## config.mk

```make
export PLATFORM = sky130hd
export DESIGN_NAME = wall_gen
export DESIGN_NICKNAME = d
export VERILOG_FILES = /design/src/rtl/wall_gen.sv
export SDC_FILE = /design/constraint.sdc
export NUM_CORES = 1
export LEC_CHECK = 0
export BUFFER_PORTS_ARGS = -buffer_cell sky130_fd_sc_hd__clkbuf_2
export CAP_MARGIN = 20
export CORE_MARGIN = 5
export CORE_UTILIZATION = 55
export DETAILED_ROUTE_END_ITERATION = 6
export GPL_ROUTABILITY_DRIVEN = 1
export PLACE_DENSITY = 0.8
export SYNTH_ARGS = -nofsm -noshare
export SYNTH_HDL_FRONTEND = slang
export SYNTH_SLANG_ARGS = --single-unit
export TNS_END_PERCENT = 50
```

## constraint.sdc

```tcl
create_clock -name clk -period 7.8 [get_ports clk]
set_input_delay 1.95 -clock clk [delete_from_list [all_inputs] [get_ports clk]]
set_output_delay 1.95 -clock clk [all_outputs]
set_load 0.005 [all_outputs]
```

## src/rtl/wall_gen.sv

```systemverilog
// Scrolling wall generator: spawns a wall with a random gap, scrolls it left each tick,
// and counts walls the bird has cleared. Define WALL_SPEEDUP_EN to raise scroll speed as walls are passed.
module wall_gen #(
  parameter int SCREEN_W   = 160,
  parameter int TICK_DIV   = 250000,
  parameter int MIN_BOTTOM = 8,
  parameter int GAP_H      = 24,
  parameter int WALL_W     = 8,
  parameter int BIRD_X     = 40
) (
  input  logic       clk,
  input  logic       reset,
  input  logic       start,
  input  logic       halt,
  input  logic [5:0] rand_in,
  output logic [7:0] wall_x,
  output logic [6:0] gap_bottom,
  output logic [6:0] gap_top,
  output logic       wall_active,
  output logic       spawn_pulse,
  output logic       pass_pulse,
  output logic [7:0] walls_passed
);

  localparam int CNT_W = (TICK_DIV > 1) ? $clog2(TICK_DIV) : 1;
  localparam logic [CNT_W-1:0] TICK_LAST = CNT_W'(TICK_DIV - 1);
  localparam logic [7:0] SPAWN_X = 8'(SCREEN_W - 1);

  typedef enum logic [1:0] {IDLE, SPAWN, SCROLL, FROZEN} state_t;

  state_t           r_state;
  state_t           w_nextState;
  logic [7:0]       r_wallX;
  logic [6:0]       r_gapBottom;
  logic [6:0]       r_gapTop;
  logic [CNT_W-1:0] r_tickCnt;
  logic [7:0]       r_wallsPassed;
  logic             r_wallActive;
  logic             r_spawnPulse;
  logic             r_passPulse;

  logic       w_tick;
  logic       w_move;
  logic       w_pass;
  logic [7:0] w_step;
  logic [7:0] w_newX;
  logic [6:0] w_gapBottom;
  logic [6:0] w_gapTop;

`ifdef WALL_SPEEDUP_EN
  // One extra pixel per tick for every eight walls passed, capped at four.
  assign w_step = (r_wallsPassed[7:3] >= 5'd3) ? 8'd4 : ({3'b000, r_wallsPassed[7:3]} + 8'd1);
`else
  assign w_step = 8'd1;
`endif

  assign w_tick      = (r_state == SCROLL) && (r_tickCnt == TICK_LAST);
  assign w_newX      = r_wallX - w_step;
  assign w_gapBottom = {1'b0, rand_in} + 7'(MIN_BOTTOM);
  assign w_gapTop    = w_gapBottom + 7'(GAP_H);

  always_comb begin
    w_nextState = r_state;
    w_move      = 1'b0;
    case (r_state)
      IDLE: begin
        if (start) w_nextState = SPAWN;
      end
      SPAWN: begin
        if (!start)    w_nextState = IDLE;
        else if (halt) w_nextState = FROZEN;
        else           w_nextState = SCROLL;
      end
      SCROLL: begin
        if (!start)     w_nextState = IDLE;
        else if (halt)  w_nextState = FROZEN;
        else if (w_tick) begin
          if (r_wallX >= w_step) w_move = 1'b1;
          else                   w_nextState = SPAWN;
        end
      end
      FROZEN: begin
        if (!start) w_nextState = IDLE;
      end
      default: w_nextState = IDLE;
    endcase
  end

  // The bird is cleared on the tick where the wall's trailing edge crosses to its left.
  assign w_pass = w_move
                  && (({1'b0, r_wallX} + 9'(WALL_W)) > 9'(BIRD_X))
                  && (({1'b0, w_newX} + 9'(WALL_W)) <= 9'(BIRD_X));

  always_ff @(posedge clk) begin
    if (reset) begin
      r_state       <= IDLE;
      r_wallX       <= SPAWN_X;
      r_gapBottom   <= '0;
      r_gapTop      <= '0;
      r_tickCnt     <= '0;
      r_wallsPassed <= '0;
      r_wallActive  <= 1'b0;
      r_spawnPulse  <= 1'b0;
      r_passPulse   <= 1'b0;
    end else begin
      r_state      <= w_nextState;
      r_wallActive <= (w_nextState != IDLE);
      r_spawnPulse <= (w_nextState == SPAWN);
      r_passPulse  <= w_pass;
      if (w_nextState == IDLE) begin
        r_wallX       <= SPAWN_X;
        r_wallsPassed <= '0;
        r_tickCnt     <= '0;
      end else if (w_nextState == SPAWN) begin
        r_gapBottom <= w_gapBottom;
        r_gapTop    <= w_gapTop;
        r_wallX     <= SPAWN_X;
        r_tickCnt   <= '0;
      end else if ((r_state == SCROLL) && (w_nextState == SCROLL)) begin
        r_tickCnt <= w_tick ? '0 : r_tickCnt + 1'b1;
        if (w_move) r_wallX <= w_newX;
        if (w_pass && (r_wallsPassed != 8'hFF)) r_wallsPassed <= r_wallsPassed + 8'd1;
      end
    end
  end

  assign wall_x       = r_wallX;
  assign gap_bottom   = r_gapBottom;
  assign gap_top      = r_gapTop;
  assign wall_active  = r_wallActive;
  assign spawn_pulse  = r_spawnPulse;
  assign pass_pulse   = r_passPulse;
  assign walls_passed = r_wallsPassed;

endmodule
```

==> results of run 1 <==
-- worst min-delay path by stage --
stage,endpoint,depth (start not counted)
2_1_floorplan,gap_bottom[3],2
3_3_place_gp,gap_top[5],2
3_5_place_dp,gap_top[5],2
4_1_cts,gap_top[5],2
5_1_grt,gap_top[5],2
6_report,gap_top[5],2
-- cell usage in the layout (no fill, tap or decap), types with 13 or more instances in the layout --
| cell type | instances |
|---|---|
| nand3_1 | 21 |
| and3_1 | 13 |
| dfxtp_1 | 50 |
| nor3_1 | 14 |
| nand2_1 | 17 |
| nor2_1 | 33 |
| a21oi_1 | 17 |
| clkbuf_2 | 42 |
| xnor2_1 | 18 |
-- power by group --
group | switching, mW | internal (mW) | leakage, nW
Clock | 0.0854 | 0.103 | 0.0573
Sequential | 0.00291 | 0.260 | 0.405
Combinational | 0.0153 | 0.0127 | 0.768
-- per-layer routing --
metal	wire length [microns]	up-vias	GRT usage [%]	share of wire [%]
met4	94	0	7.904	1.8
met1	2395	1055	21.13	46
met2	2555	31	30.81	49
met5	0	-	0	0
li1	-	1148	-	-
met3	181	8	3.515	3.5
-- final cells by class --
class | count | share of cell area (%)
Inverter | 11 | 1.405
Tap cell | 54 | 2.300
Timing Repair Buffer | 44 | 7.666
Clock inverter | 1 | 1.022
Multi-Input combinational cell | 227 | 50.72
Clock buffer | 6 | 2.811
Sequential cell | 50 | 34.07
-- metrics by stage --
step | hold WS [ps] | utilization, % | area, sq um | total power, mW | std cells
2_1_floorplan | 446.7 | - | 2631 | 0.2870 | 303
3_3_place_gp | 452.1 | 60.21 | 2825 | 0.2961 | 386
3_5_place_dp | 454.2 | 60.21 | 2825 | 0.2970 | 386
4_1_cts | 466.9 | 62.61 | 2938 | 0.4834 | 393
5_1_grt | 488.7 | 62.61 | 2938 | 0.4986 | 393
6_report | 463.0 | 62.61 | 2938 | 0.4789 | 393
-- flip-flops by register name (all words and copies together) (netlist names) --
name,count
walls_passed,8
r_tickCnt,18
r_state,2
pass_pulse,1
wall_active,1
wall_x,8
gap_bottom,7
spawn_pulse,1
gap_top,4
-- kinds of logic after synthesis --
group / count (synthesis) / share of synthesized area (%)
flip-flops: 50 / 38.04
buffers and inverters: 26 / 5.326
adder cells (fa/ha/maj): 8 / 3.804
XOR/XNOR: 26 / 8.654
AO/OA/AOI/OAI: 44 / 11.13
multiplexers: 10 / 3.804
AND/OR/NAND/NOR: 139 / 29.24
-- critical path, stage by stage --
cell and delay, ps:
clkbuf_2 100, o41ai_1 390, nand3b_1 560, or2_2 490, a21oi_1 120
==> metrics.cfg, run 1 <==
[critical_path]
cp-end-kind = register
cp_max_fo = 15
setup.worst_path.end = gap_bottom[3]
ff2ff_path_depth = 11
cp-startpoint = halt
critPathKind = input pin to register
rrSetupSlack_ps = 4850
reg2reg_from = wall_x[0]
cp_data_arrival_time_ps = 3620
cp.required_ps = 8050
r2r_end = walls_passed[3]
crit_path_start_kind = input pin

[floorplanning]
io_pins = 43
initial_core_util_pct = 56.08
die-width_microns = 79.17
die_y_microns = 79.17
core_area_sq_um = 4692
num_rows = 25
dieArea_sq_um = 6267

[clock_tree]
clockBufferDepth = 2
clock_sinks = 50
root_buffer = clkbuf_8
h-tree-depth = 2
post_cts_buffers = 0
cts-resized-gates = 0
cts_hold_buf = 0
clkLatencyLatePin_ps = 320
clkTransAtPathRegs_ps = 90
cts_inserted_buffers = 5
tritoncts = yes

[sta]
period_minus_slack_ps = 3369
tns_ps = 0
fmax_mhz = 296.8
post-route-period-util_pct = 43.19
hold_viol_final = 0
setup_viol = 0
rsz0062_at_grt = no
slew_viol_final = 0
tightest_slew_ps = 701.6
relSlewSlack_pct = 53.09
finalClockSkew_ps = 10.37
setup_ws_ps = 4431

[flow_run]
cap_violations = 0

[synth]
yosys-top-cells-area = dfxtp_1, xnor2_1, nor2_1
synth_top_area_cell = dfxtp_1
syn_area_per_cell_sq_um = 8.684
netlist_instances = 303
synth_seq_area_share_pct = 38.04
synth_top_area_share_pct = 38.04
syn-num-nets = 321
ys.flop_type = dfxtp_1
yosysWarnings = 0
synth-edff-count = 0
synth_area_sq_um = 2631
synth.most_common_cell = dfxtp_1
netlist-cell-type-count = 55
yosys-top-cells-count = dfxtp_1, nor2_1, nand3_1
ys_ff_latch = 50
synth_async_sr_flop_share_pct = 0

[place]
routabilityCongestion = 0.8021
port_buffers = 42
dp_slack_ps = 4081
hpwlAfterDp_microns = 3763

[run_status]
status = finished clean

[route]
drc_errors = 0
first_pass_iters = 4
drt-initial-drc-count = 95
avgViaCountPerCell = 5.705
drt_wl_total_microns = 5226
post_drt_wl_per_cell_microns = 13.30
drtAntennaViolNets = 0
vias = 2242

[grt]
grt_max_degree = 19
grt.overflow.total = 0
grt_pass1_vias = 2064
grtUsageTotal_pct = 17.77
antenna_found_initial = 0
grt_pass1_wl_microns = 8942

[finish]
final_net_count = 357
nFillCells = 415
multiInputGateArea_sq_um = 1490
antennaDiodeCount = 0
final_layout_size_suffix_gt1_share_pct = 20.94
register_area_sq_um = 1001
syn_to_final_growth_pct = 11.65

[worst_hold_path]
hold_path.startpoint = gap_top[5]
hold_class = register to register

[pwr]
p_leak_nw = 1.231
max-vdd-ir-drop_v = 0.0001473
p_per_area_nw_per_um2 = 163.0

Note: power is estimated with default switching activity, not from simulation.
==> run 2: changes to the inputs <==
Clock period 7.8 ns to 3.2 ns, I/O delays scaled along.
==> run 2 against run 1 <==
Net effect: clock power up 130%; power up 140%; highest routed layer unchanged; register-to-register slack worse by 4500 ps.
==> metrics.cfg, run 2 (same netlist as run 1, synthesis figures left out) <==
[finish]
layout_common_cells = dfxtp_1, clkbuf_2, nor2_1
antennaDiodeCount = 0
final_net_count = 358
largest_register_ff_count = 18
fin_cells = 395
final_layout_size_suffix_gt1_share_pct = 21.11
final_common_cell = dfxtp_1
top_register = r_tickCnt
syn_to_final_growth_pct = 11.84

[clock_tree]
clockBufferDepth = 2
post_cts_buffers = 0
h-tree-depth = 2
clkTransAtPathRegs_ps = 90
root_buffer = clkbuf_8
cts_hold_buf = 0
cts-resized-gates = 0
clock_sinks = 50
tritoncts = yes
clkLatencyLatePin_ps = 300
cts_inserted_buffers = 5

[flow_run]
cap_violations = 0

[sta]
finalClockSkew_ps = 9.645
post-route-period-util_pct = 90.44
rsz0062_at_grt = no
tns_ps = 0
setup_viol = 0
relSlewSlack_pct = 52.75
fmax_mhz = 345.5
tightest_slew_ps = 708.8
hold_viol_final = 0
slew_viol_final = 0
period_minus_slack_ps = 2894

[critical_path]
cp_slowest_stage_delay_ps = 520
cp_data_arrival_time_ps = 3140
reg2reg_from = wall_x[0]
cp.required_ps = 3440
cpMaxStageDelayCell = or4_1
cp_common_cell = ha_1
critPathKind = register to register
crit_family = simple AND/OR/NAND/NOR gates
cp_max_fo = 10
critPathBufInv = 1
path_cells = inv_1 -> ha_1 -> nor3b_4 -> xnor2_1 -> ha_1 -> and2b_2 -> nand4_1 -> o2111ai_2 -> o211ai_4 -> or4_1 -> a21oi_1
cp-end-kind = register
cp-startpoint = wall_x[0]
crit_path_start_kind = register

[route]
drtAntennaViolNets = 0
drt-initial-drc-count = 92
first_pass_iters = 4
avgViaCountPerCell = 5.603
post_drt_wl_per_cell_microns = 13.60
vias = 2213
drc_errors = 0
drt_wl_total_microns = 5372

[run_status]
status = finished clean

[floorplanning]
core_area_sq_um = 4692
num_rows = 25
initial_core_util_pct = 56.08
die-width_microns = 79.17
io_pins = 43
dieArea_sq_um = 6267
die_y_microns = 79.17

[place]
port_buffers = 42
routabilityCongestion = 0.8372
hpwlAfterDp_microns = 3875
dp.cells = 387

[grt]
antenna_found_initial = 0
grt_pass1_wl_microns = 9246
grt_max_degree = 19
grt_pass1_vias = 2086
grtUsageTotal_pct = 18.16
grt.overflow.total = 0

[pwr]
p_per_area_nw_per_um2 = 391.2
p_leak_nw = 1.230
max-vdd-ir-drop_v = 0.0002819

[worst_hold_path]
hold_path.startpoint = gap_top[6]
hold_class = register to register

run 2: metal layers:
| metal | routed length (microns) | track usage (%) | vias up | part of all wire (%) |
|---|---|---|---|---|
| met2 | 2709 | 32.24 | 27 | 50 |
| li1 | - | - | 1146 | - |
| met1 | 2470 | 21.62 | 1036 | 46 |
| met5 | 0 | 0 | - | 0 |
| met3 | 146 | 4.195 | 4 | 2.7 |
| met4 | 45 | 5.670 | 0 | 0.84 |
run 2: per-stage QoR:
step | utilization, % | setup slack [ps] | power, mW | hold slack (ps) | instance area (sq um)
final | 62.72 | 305.8 | 1.151 | 475.7 | 2943
after global routing | 62.72 | 66.33 | 1.195 | 513.4 | 2943
after CTS | 62.72 | 293.5 | 1.165 | 480.7 | 2943
after detailed placement | 60.37 | 316.3 | 0.7263 | 464.9 | 2833
after global placement | 60.37 | 418.8 | 0.7235 | 442.1 | 2833
after floorplan | - | 534.8 | 0.6995 | 446.7 | 2631
run 2: worst paths after layout:
kind | cells past startpoint | endpoint | slack, ps
worst max-delay path | 11 | walls_passed[3] | 310
worst min register to register | 2 | gap_top[6] | 480
worst min-delay path | 2 | gap_top[6] | 480
worst max register to register | 11 | walls_passed[3] | 310
run 2: layout make-up:
class,count,area [sq um]
multi-input cells,227,1490
inverters,11,41.29
clock buffers,6,72.57
well taps,54,67.56
flip-flops and latches,50,1001
clock inverters,2,37.54
fillers,413,1749
repair buffers,45,232.7
run 2: power breakdown:
group | leakage (nW) | total, mW | internal (mW) | switching, mW
combinational | 0.773 | 0.0715 | 0.0320 | 0.0395
sequential | 0.405 | 0.640 | 0.633 | 0.00688
clock | 0.0514 | 0.440 | 0.233 | 0.206
total | 1.23 | 1.15 | 0.899 | 0.253
run 2: tightest hold or removal path, stage by stage (launching register included):
cell	delay (ps)
dfxtp_1	320
nand2_1	60
a21oi_1	50
